==> src/rtl/tcd1209d_line_capture.sv <==
// tcd1209d_line_capture: frames TCD1209D lines from the ADC, measures the dark level and streams the effective pixels
// Ports: sys_clk/sys_rst clock and async reset; enable, dark_sub_en, ovf_clr controls;
//        pclk, os_tvalid, adc_data from the driver/ADC; m_tdata/m_tvalid/m_tready/m_tuser/m_tlast output stream;
//        dark_level, line_cnt, overflow, frame_err status.
module tcd1209d_line_capture #(
  parameter int DW = 12,
  parameter int LINE_WIDTH = 2088,
  parameter int DARK_START = 13,
  parameter int DARK_SHIFT = 4,
  parameter int ACT_START = 32,
  parameter int ACT_PIX = 2048,
  parameter int SAMPLE_DLY = 10
) (
  input  logic          sys_clk,
  input  logic          sys_rst,
  input  logic          enable,
  input  logic          dark_sub_en,
  input  logic          ovf_clr,
  input  logic          pclk,
  input  logic          os_tvalid,
  input  logic [DW-1:0] adc_data,
  output logic [DW-1:0] m_tdata,
  output logic          m_tvalid,
  input  logic          m_tready,
  output logic          m_tuser,
  output logic          m_tlast,
  output logic [DW-1:0] dark_level,
  output logic [15:0]   line_cnt,
  output logic          overflow,
  output logic          frame_err
);
  localparam int AW = DW + DARK_SHIFT;
  localparam logic [11:0] LAST_IDX = 12'(LINE_WIDTH - 1);
  localparam logic [11:0] D_LO = 12'(DARK_START);
  localparam logic [11:0] D_HI = 12'(DARK_START + (1 << DARK_SHIFT) - 1);
  localparam logic [11:0] D_LATCH = 12'(ACT_START - 1);
  localparam logic [11:0] A_LO = 12'(ACT_START);
  localparam logic [11:0] A_HI = 12'(ACT_START + ACT_PIX - 1);
  localparam logic [3:0] SDLY = 4'(SAMPLE_DLY);
  typedef enum logic [1:0] {IDLE, ARMED, CAPTURE} state_t;
  state_t state, state_nx;
  logic pclk_d, after_line, rise, smp, take, done, short_line, long_line, act, stall;
  logic [3:0] dly;
  logic [11:0] idx, pix;
  logic [AW-1:0] acc;
  logic [DW-1:0] cur_dark, word;
  always_comb begin
    rise = pclk & ~pclk_d;
    smp = dly == SDLY;
    pix = (state == CAPTURE) ? idx : '0;
    // after_line blocks a line that never dropped os_tvalid from being taken as a new one
    take = smp && os_tvalid && (state == CAPTURE || (state == ARMED && !after_line));
    done = take && state == CAPTURE && idx == LAST_IDX;
    short_line = smp && state == CAPTURE && !os_tvalid;
    long_line = smp && state == ARMED && after_line && os_tvalid;
    act = take && pix >= A_LO && pix <= A_HI;
    stall = m_tvalid && !m_tready;
    word = !dark_sub_en ? adc_data : (adc_data < cur_dark) ? '0 : adc_data - cur_dark;
  end
  always_comb begin
    state_nx = state;
    if (smp)
      case (state)
        IDLE:    state_nx = (enable && !os_tvalid) ? ARMED : IDLE;
        ARMED:   state_nx = !os_tvalid ? ARMED : after_line ? IDLE : CAPTURE;
        default: state_nx = !os_tvalid ? ARMED : (idx == LAST_IDX) ? (enable ? ARMED : IDLE) : CAPTURE;
      endcase
  end
  always_ff @(posedge sys_clk or posedge sys_rst) begin
    if (sys_rst) begin
      state <= IDLE;
      pclk_d <= 1'b0;
      dly <= '0;
      after_line <= 1'b0;
      idx <= '0;
      acc <= '0;
      cur_dark <= '0;
      dark_level <= '0;
      line_cnt <= '0;
      frame_err <= 1'b0;
      overflow <= 1'b0;
      m_tvalid <= 1'b0;
      m_tdata <= '0;
      m_tuser <= 1'b0;
      m_tlast <= 1'b0;
    end else begin
      state <= state_nx;
      pclk_d <= pclk;
      dly <= rise ? 4'd1 : (dly == '0 || dly == SDLY) ? '0 : dly + 4'd1;
      frame_err <= short_line | long_line;
      after_line <= done ? 1'b1 : (smp && !os_tvalid) ? 1'b0 : after_line;
      if (take) begin
        idx <= (state == CAPTURE) ? idx + 12'd1 : 12'd1;
        acc <= (pix == '0) ? '0 : (pix >= D_LO && pix <= D_HI) ? acc + AW'(adc_data) : acc;
      end
      if (take && pix == D_LATCH)
        cur_dark <= DW'(acc >> DARK_SHIFT);
      if (done) begin
        line_cnt <= line_cnt + 16'd1;
        dark_level <= cur_dark;
      end
      overflow <= (act && stall) | (overflow & ~ovf_clr);
      if (act && !stall) begin
        m_tvalid <= 1'b1;
        m_tdata <= word;
        m_tuser <= pix == A_LO;
        m_tlast <= pix == A_HI;
      end else if (m_tready)
        m_tvalid <= 1'b0;
    end
  end
endmodule

==> config.mk <==
export PLATFORM = sky130hd
export DESIGN_NAME = tcd1209d_line_capture
export DESIGN_NICKNAME = d
export VERILOG_FILES = /design/src/rtl/tcd1209d_line_capture.sv
export SDC_FILE = /design/constraint.sdc
export NUM_CORES = 1
export LEC_CHECK = 0
export ABC_AREA = 1
export CAP_MARGIN = 20
export CORE_MARGIN = 2
export CORE_UTILIZATION = 57
export CTS_CLUSTER_SIZE = 12
export DETAILED_ROUTE_END_ITERATION = 6
export PLACE_DENSITY = 0.87
export SLEW_MARGIN = 30
export SYNTH_ARGS = -nofsm -noshare
export SYNTH_HDL_FRONTEND = slang
export SYNTH_SLANG_ARGS = --single-unit
export TNS_END_PERCENT = 100
==> constraint.sdc <==
create_clock -name sys_clk -period 3.5 [get_ports sys_clk]
set_input_delay 0.7 -clock sys_clk [delete_from_list [all_inputs] [get_ports sys_clk]]
set_output_delay 0.7 -clock sys_clk [all_outputs]
set_load 0.05 [all_outputs]
== Word level (Yosys, flattened, before mapping) ==
Cells that the tools add are included.
Cells by class
  add/sub/neg operators: 5
  magnitude comparators: 5
  equality and inequality tests: 7
  mux-type cells: 19
  bitwise logic cells: 6
  reductions and logical operators: 32
Operators by type and width (count)
  12-bit two-way mux: 4
  16-bit two-way mux: 2
  12-bit equality test, second input constant: 2
  1-bit logical AND: 19
  16-bit by 1-bit adder with 16-bit output, second input constant: 1
  16-bit by 12-bit adder with 16-bit output: 1
  12-bit by 1-bit adder with 12-bit output, second input constant: 1
  12-bit by 5-bit equality test with 1-bit output, second input constant: 1
  12-bit by 6-bit equality test with 1-bit output, second input constant: 1
  12-bit by 4-bit greater-or-equal comparator with 1-bit output, second input constant: 1
  12-bit by 6-bit greater-or-equal comparator with 1-bit output, second input constant: 1
  12-bit less-or-equal comparator, second input constant: 1
  12-bit by 5-bit less-or-equal comparator with 1-bit output, second input constant: 1
  12-bit logical NOT: 1
  12-bit less-than comparator: 1
  12-bit subtractor: 1
  2-bit two-way mux: 4
  4-bit two-way mux: 2
  1-bit two-way mux: 6
  2-bit nonzero test: 3
  4-bit by 1-bit adder with 4-bit output, second input constant: 1
  4-bit equality test, second input constant: 1
  1-bit logical NOT: 4
  4-bit logical NOT: 1
  other kinds (9): 13
Storage, ports and cells
  register bits after elaboration: 93
  bits of input ports: 20
  output and inout bits: 45
  word-level logic and storage cells: 89

== Longest topological paths before layout ==
  word-level depth: 8
  depth in mapped cells: 14
  gate-level depth less buffers: 14

== Least setup slack after synthesis ==
Ideal clock, no wire load.
  kind: in2reg
  from: input adc_data[0]
  to: register m_tdata[11]
  setup time: 0.121 ns
  arrival time: 2.116 ns
  required time: 3.379 ns
  path slack: 1.263 ns
  stages on the path: 14
  path buffers: 0
  cell sequence: inv_1 ha_1 inv_1 fa_1 nand3_1 nand3_1 nand2_1 nand2_1 nand2_1 nand2_1 nand2_1 inv_1 nand2_1 a21oi_1
Between the ends
  longest elaborated chain between the ends: 3
  elaborated cells between the ends (all ways): 4
  classes of those cells: add/sub: 1; order compare: 1; mux: 2
RTL lines
  start: declaration: line 21  | input logic [DW-1:0] adc_data,
  12-bit subtractor or 12-bit less-than comparator (tied branches): line 58  | word = !dark_sub_en ? adc_data : (adc_data < cur_dark) ? '0 : adc_data - cur_dark;
  12-bit two-way mux * (2 in series): line 58
  end signal: assignment: line 105  | m_tdata <= word;
  end: declaration: line 22  | output logic [DW-1:0] m_tdata,
Every way passes the cells marked *; elsewhere a longest branch is shown, timed or not.
A chain may end at the register's enable or synchronous reset.

== Worst setup path after layout ==
  from: input adc_data[0]
  to: register m_tdata[10]
The elaborated chain is that of the path after synthesis.

==> impl_metrics.csv <==
group,metric,value,unit
clock_network,htree_levels,3,
placement,gp_congestion,0.887,
global_routing,grt_pass1_wl,24900,um
global_routing,grt_usage,27.4,%
die,io_pins,65,
layout,n_antenna_cell,0,
synth,synth_nets,886,
worst_hold_path,holdPathEnd,"acc[2]",
job,maxCapViolations,0,
layout,final_common_cell,"nand2_1",
clock_network,cts_tree,"done",
power_and_ir_drop,fin_total_pwr,2.60,mW
power_and_ir_drop,pwr-share-comb,22.1,%
global_routing,grt_max_degree,45,
sta,worst_pin_slew,0.560,ns
synth,synth_enable_flop_cells,0,
worst_hold_path,worstHoldPathCells,2,
critical_path,cp_num_buf_inv,4,
sta,hold_violations,0,
synth,synth_warnings,0,
critical_path,cp-start-kind,"input pin",
power_and_ir_drop,power.switching,850,uW
power_and_ir_drop,p_seq_share,45.7,%
worst_hold_path,min_from,"acc[2]",
clock_network,numCtsBuffers,9,
critical_path,path_common_cell,"nand2_1",
power_and_ir_drop,p_int,1.75,mW
clock_network,clk_pin_slew,0.09,ns
drt,ant_nets,0,
placement,numPortBuffers,64,
global_routing,grt_pass1_vias,5400,
critical_path,path_max_fanout,8,
critical_path,critPathArrivalTime,2.88,ns
power_and_ir_drop,switching_share,32.7,%
layout,drive_above_1_share,5.29,%
clock_network,cts_resized,0,
clock_network,cts_sinks,93,
power_and_ir_drop,power.clock.fraction,32.3,%
critical_path,worst-r2r-setup-slack,1.21,ns
sta,relSlewSlack,62.6,%
clock_network,clkLatencyLatePin,0.37,ns
sta,fin_worst_skew,0.0105,ns
synth,ys.flop_type,"dfrtp_1",
die,rows,37,
critical_path,critPathCaptureType,"flop",
drt,wirelength,14500,um
global_routing,grt_overflow,0,
critical_path,cp_top_family,"simple AND/OR/NAND/NOR gates",
outcome,run_status,"finished, final reports clean",
power_and_ir_drop,vdd_ir_drop_max,0.199,mV
critical_path,critPathKind,"in2reg",
power_and_ir_drop,power_density,371,nW/um^2
die,start_util,58.4,%
worst_hold_path,hp-class,"reg2reg",
power_and_ir_drop,p_leak,3.55,nW
layout,final_cell_mix,"nand2_1 (237), inv_1 (114), nor2_1 (96), dfrtp_1 (93), clkdlybuf4s50_1 (64)",
clock_network,cts_root_buffer,"clkbuf_8",
clock_network,holdBufCountCts,0,
drt,via_per_inst,5.46,
drt,drtIter0Drc,372,
synth,ys_ff_latch,93,
die,placeableCoreArea,10300,sq um
critical_path,reg2reg_depth,12,
synth,netlist_instances,835,
synth,synth.distinct_cells,37,
synth,syn-cell-area,6000,sq um
sta,finalSetupViolCount,0,
clock_network,cts_setup_buffers,0,
critical_path,slowest_delay,0.46,ns
global_routing,antenna_found_initial,0,
sta,finalCritPeriodShare,74.8,%
drt,vias,5693,
layout,syn_to_final_growth,16.8,%
critical_path,r2r-start,"dly[0]",
critical_path,worstReg2RegEnd,"acc[14]",
die,die_h,107,um
layout,nets,953,
synth,postSynth.asyncResetShare,100,%
die,die-area,11400,sq um
sta,rsz0062_at_grt,"false",
synth,synth-seq-area-share,38.8,%
die,die-width,107,um
drt,drcViolationCount,0,
sta,fmax,0.382,GHz
drt,wl_per_cell,13.9,um
synth,postSynthAreaPerCell,7.19,sq um
critical_path,cp_slowest_cell,"clkdlybuf4s50_1",
sta,drv_slew,0,
placement,dpl.hpwl,11000,um
sta,setup_tns,0,ns
clock_network,cts.path.max_buffers,2,
sta,fin_crit,2.62,ns
critical_path,required,3.76,ns
critical_path,crit_chain,"clkdlybuf4s50_1 -> inv_1 -> ha_1 -> inv_1 -> fa_1 -> nand3_1 -> nand3_1 -> nand2_1 -> nand2_1 -> nand2_1 -> nand2_1 -> nand2_1 -> inv_1 -> nand2_1 -> a21oi_1",
drt,dr.pass1.iters,5,
==> power by group through the flow <==
| stage | Clock (mW) | Sequential [mW] | Combinational [mW] |
|---|---|---|---|
| global route | 0.895 | 1.19 | 0.652 |
| detailed placement | 0 | 1.21 | 0.562 |
| global placement | 0 | 1.20 | 0.544 |
| floorplan | 0 | 1.22 | 0.396 |
| finish | 0.838 | 1.19 | 0.574 |
| CTS | 0.848 | 1.19 | 0.569 |
==> synthesized netlist by cell type (3+ instances only) <==
master,number,area [sq um]
or2_2,6,37.5
xnor2_1,3,26.3
ha_1,29,363
and2_1,5,31.3
buf_4,3,22.5
o21ai_1,18,90.1
inv_1,115,432
nand2_2,5,31.3
dfrtp_1,93,2330
xor2_1,22,193
buf_2,5,25.0
o31ai_1,3,22.5
nand4_1,21,131
o21ai_0,25,125
nand3b_1,7,52.6
nor2_1,96,360
nand2_1,237,890
nor2_2,3,18.8
nor4_1,3,18.8
nand3_1,61,305
a21oi_1,38,190
inv_2,6,22.5
nor3_1,7,35.0
==> worst max-delay path by stage <==
| stage | from | to | slack, ns | depth (start not counted) |
|---|---|---|---|---|
| floorplan | sys_rst | acc[0] | 0.38 | 1 |
| global placement | adc_data[0] | m_tdata[11] | 0.62 | 15 |
| detailed placement | adc_data[0] | m_tdata[10] | 0.53 | 15 |
| CTS | adc_data[0] | m_tdata[10] | 0.92 | 15 |
| global route | adc_data[0] | m_tdata[10] | 0.63 | 15 |
| finish | adc_data[0] | m_tdata[10] | 0.88 | 15 |
==> cells by family (layout without fill, tap and decap cells) <==
group	Yosys count	in the layout	share of synthesized area [%]
AND/OR/NAND/NOR	459	459	33.6
buffers and inverters	135	207	8.98
flip-flops	93	93	38.8
AO/OA/AOI/OAI	92	92	8.28
adder cells (fa/ha/maj)	31	31	6.71
XOR/XNOR	25	25	3.65
==> cell type report <==
cell class / instances / area (sq um)
fill: 850 / 3260
inverter: 123 / 464
timing repair buffer: 68 / 683
clock inverter: 6 / 95.1
tap: 136 / 170
sequential: 93 / 2330
multi-input combinational: 607 / 3140
clock buffer: 10 / 138
==> state kept, by name (all words and copies together) (netlist names) <==
name and flops:
after_line 1, dark_level 12, frame_err 1, m_tlast 1, acc 16, idx 12, line_cnt 16, pclk_d 1
m_tdata 12, state 2, cur_dark 12, m_tvalid 1, dly 4, overflow 1, m_tuser 1
==> metal layers <==
metal	part of all wire (%)	up-vias	track usage, %	routed length [um]
met5	0	-	0	0
met4	2.3	0	9.93	332
met3	5.6	29	3.89	817
met2	47	187	45.0	6850
met1	45	2663	37.2	6480
li1	-	2814	-	-
==> metrics by stage <==
stage               util [%]  std cells  area, sq um  hold slack (ns)  worst slack, ns
finish                  68.2       1043         7010            0.487            0.883
global route            68.2       1043         7010            0.520            0.630
CTS                     68.2       1043         7010            0.487            0.921
detailed placement      66.0       1027         6780            0.467            0.526
global placement        66.0       1027         6780            0.461            0.621
floorplan                  -        835         6000            0.446            0.380
==> worst reg2reg max path, stage by stage (launching register included) <==
cell	delay [ns]
dfrtp_1	0.43
inv_1	0.10
ha_1	0.19
nand4_2	0.22
a21oi_4	0.32
buf_4	0.22
inv_2	0.07
nor2_1	0.10
inv_1	0.05
nand2_2	0.20
inv_2	0.16
nand2_1	0.08
nand2_1	0.05
(Power assumes the default switching activity.)
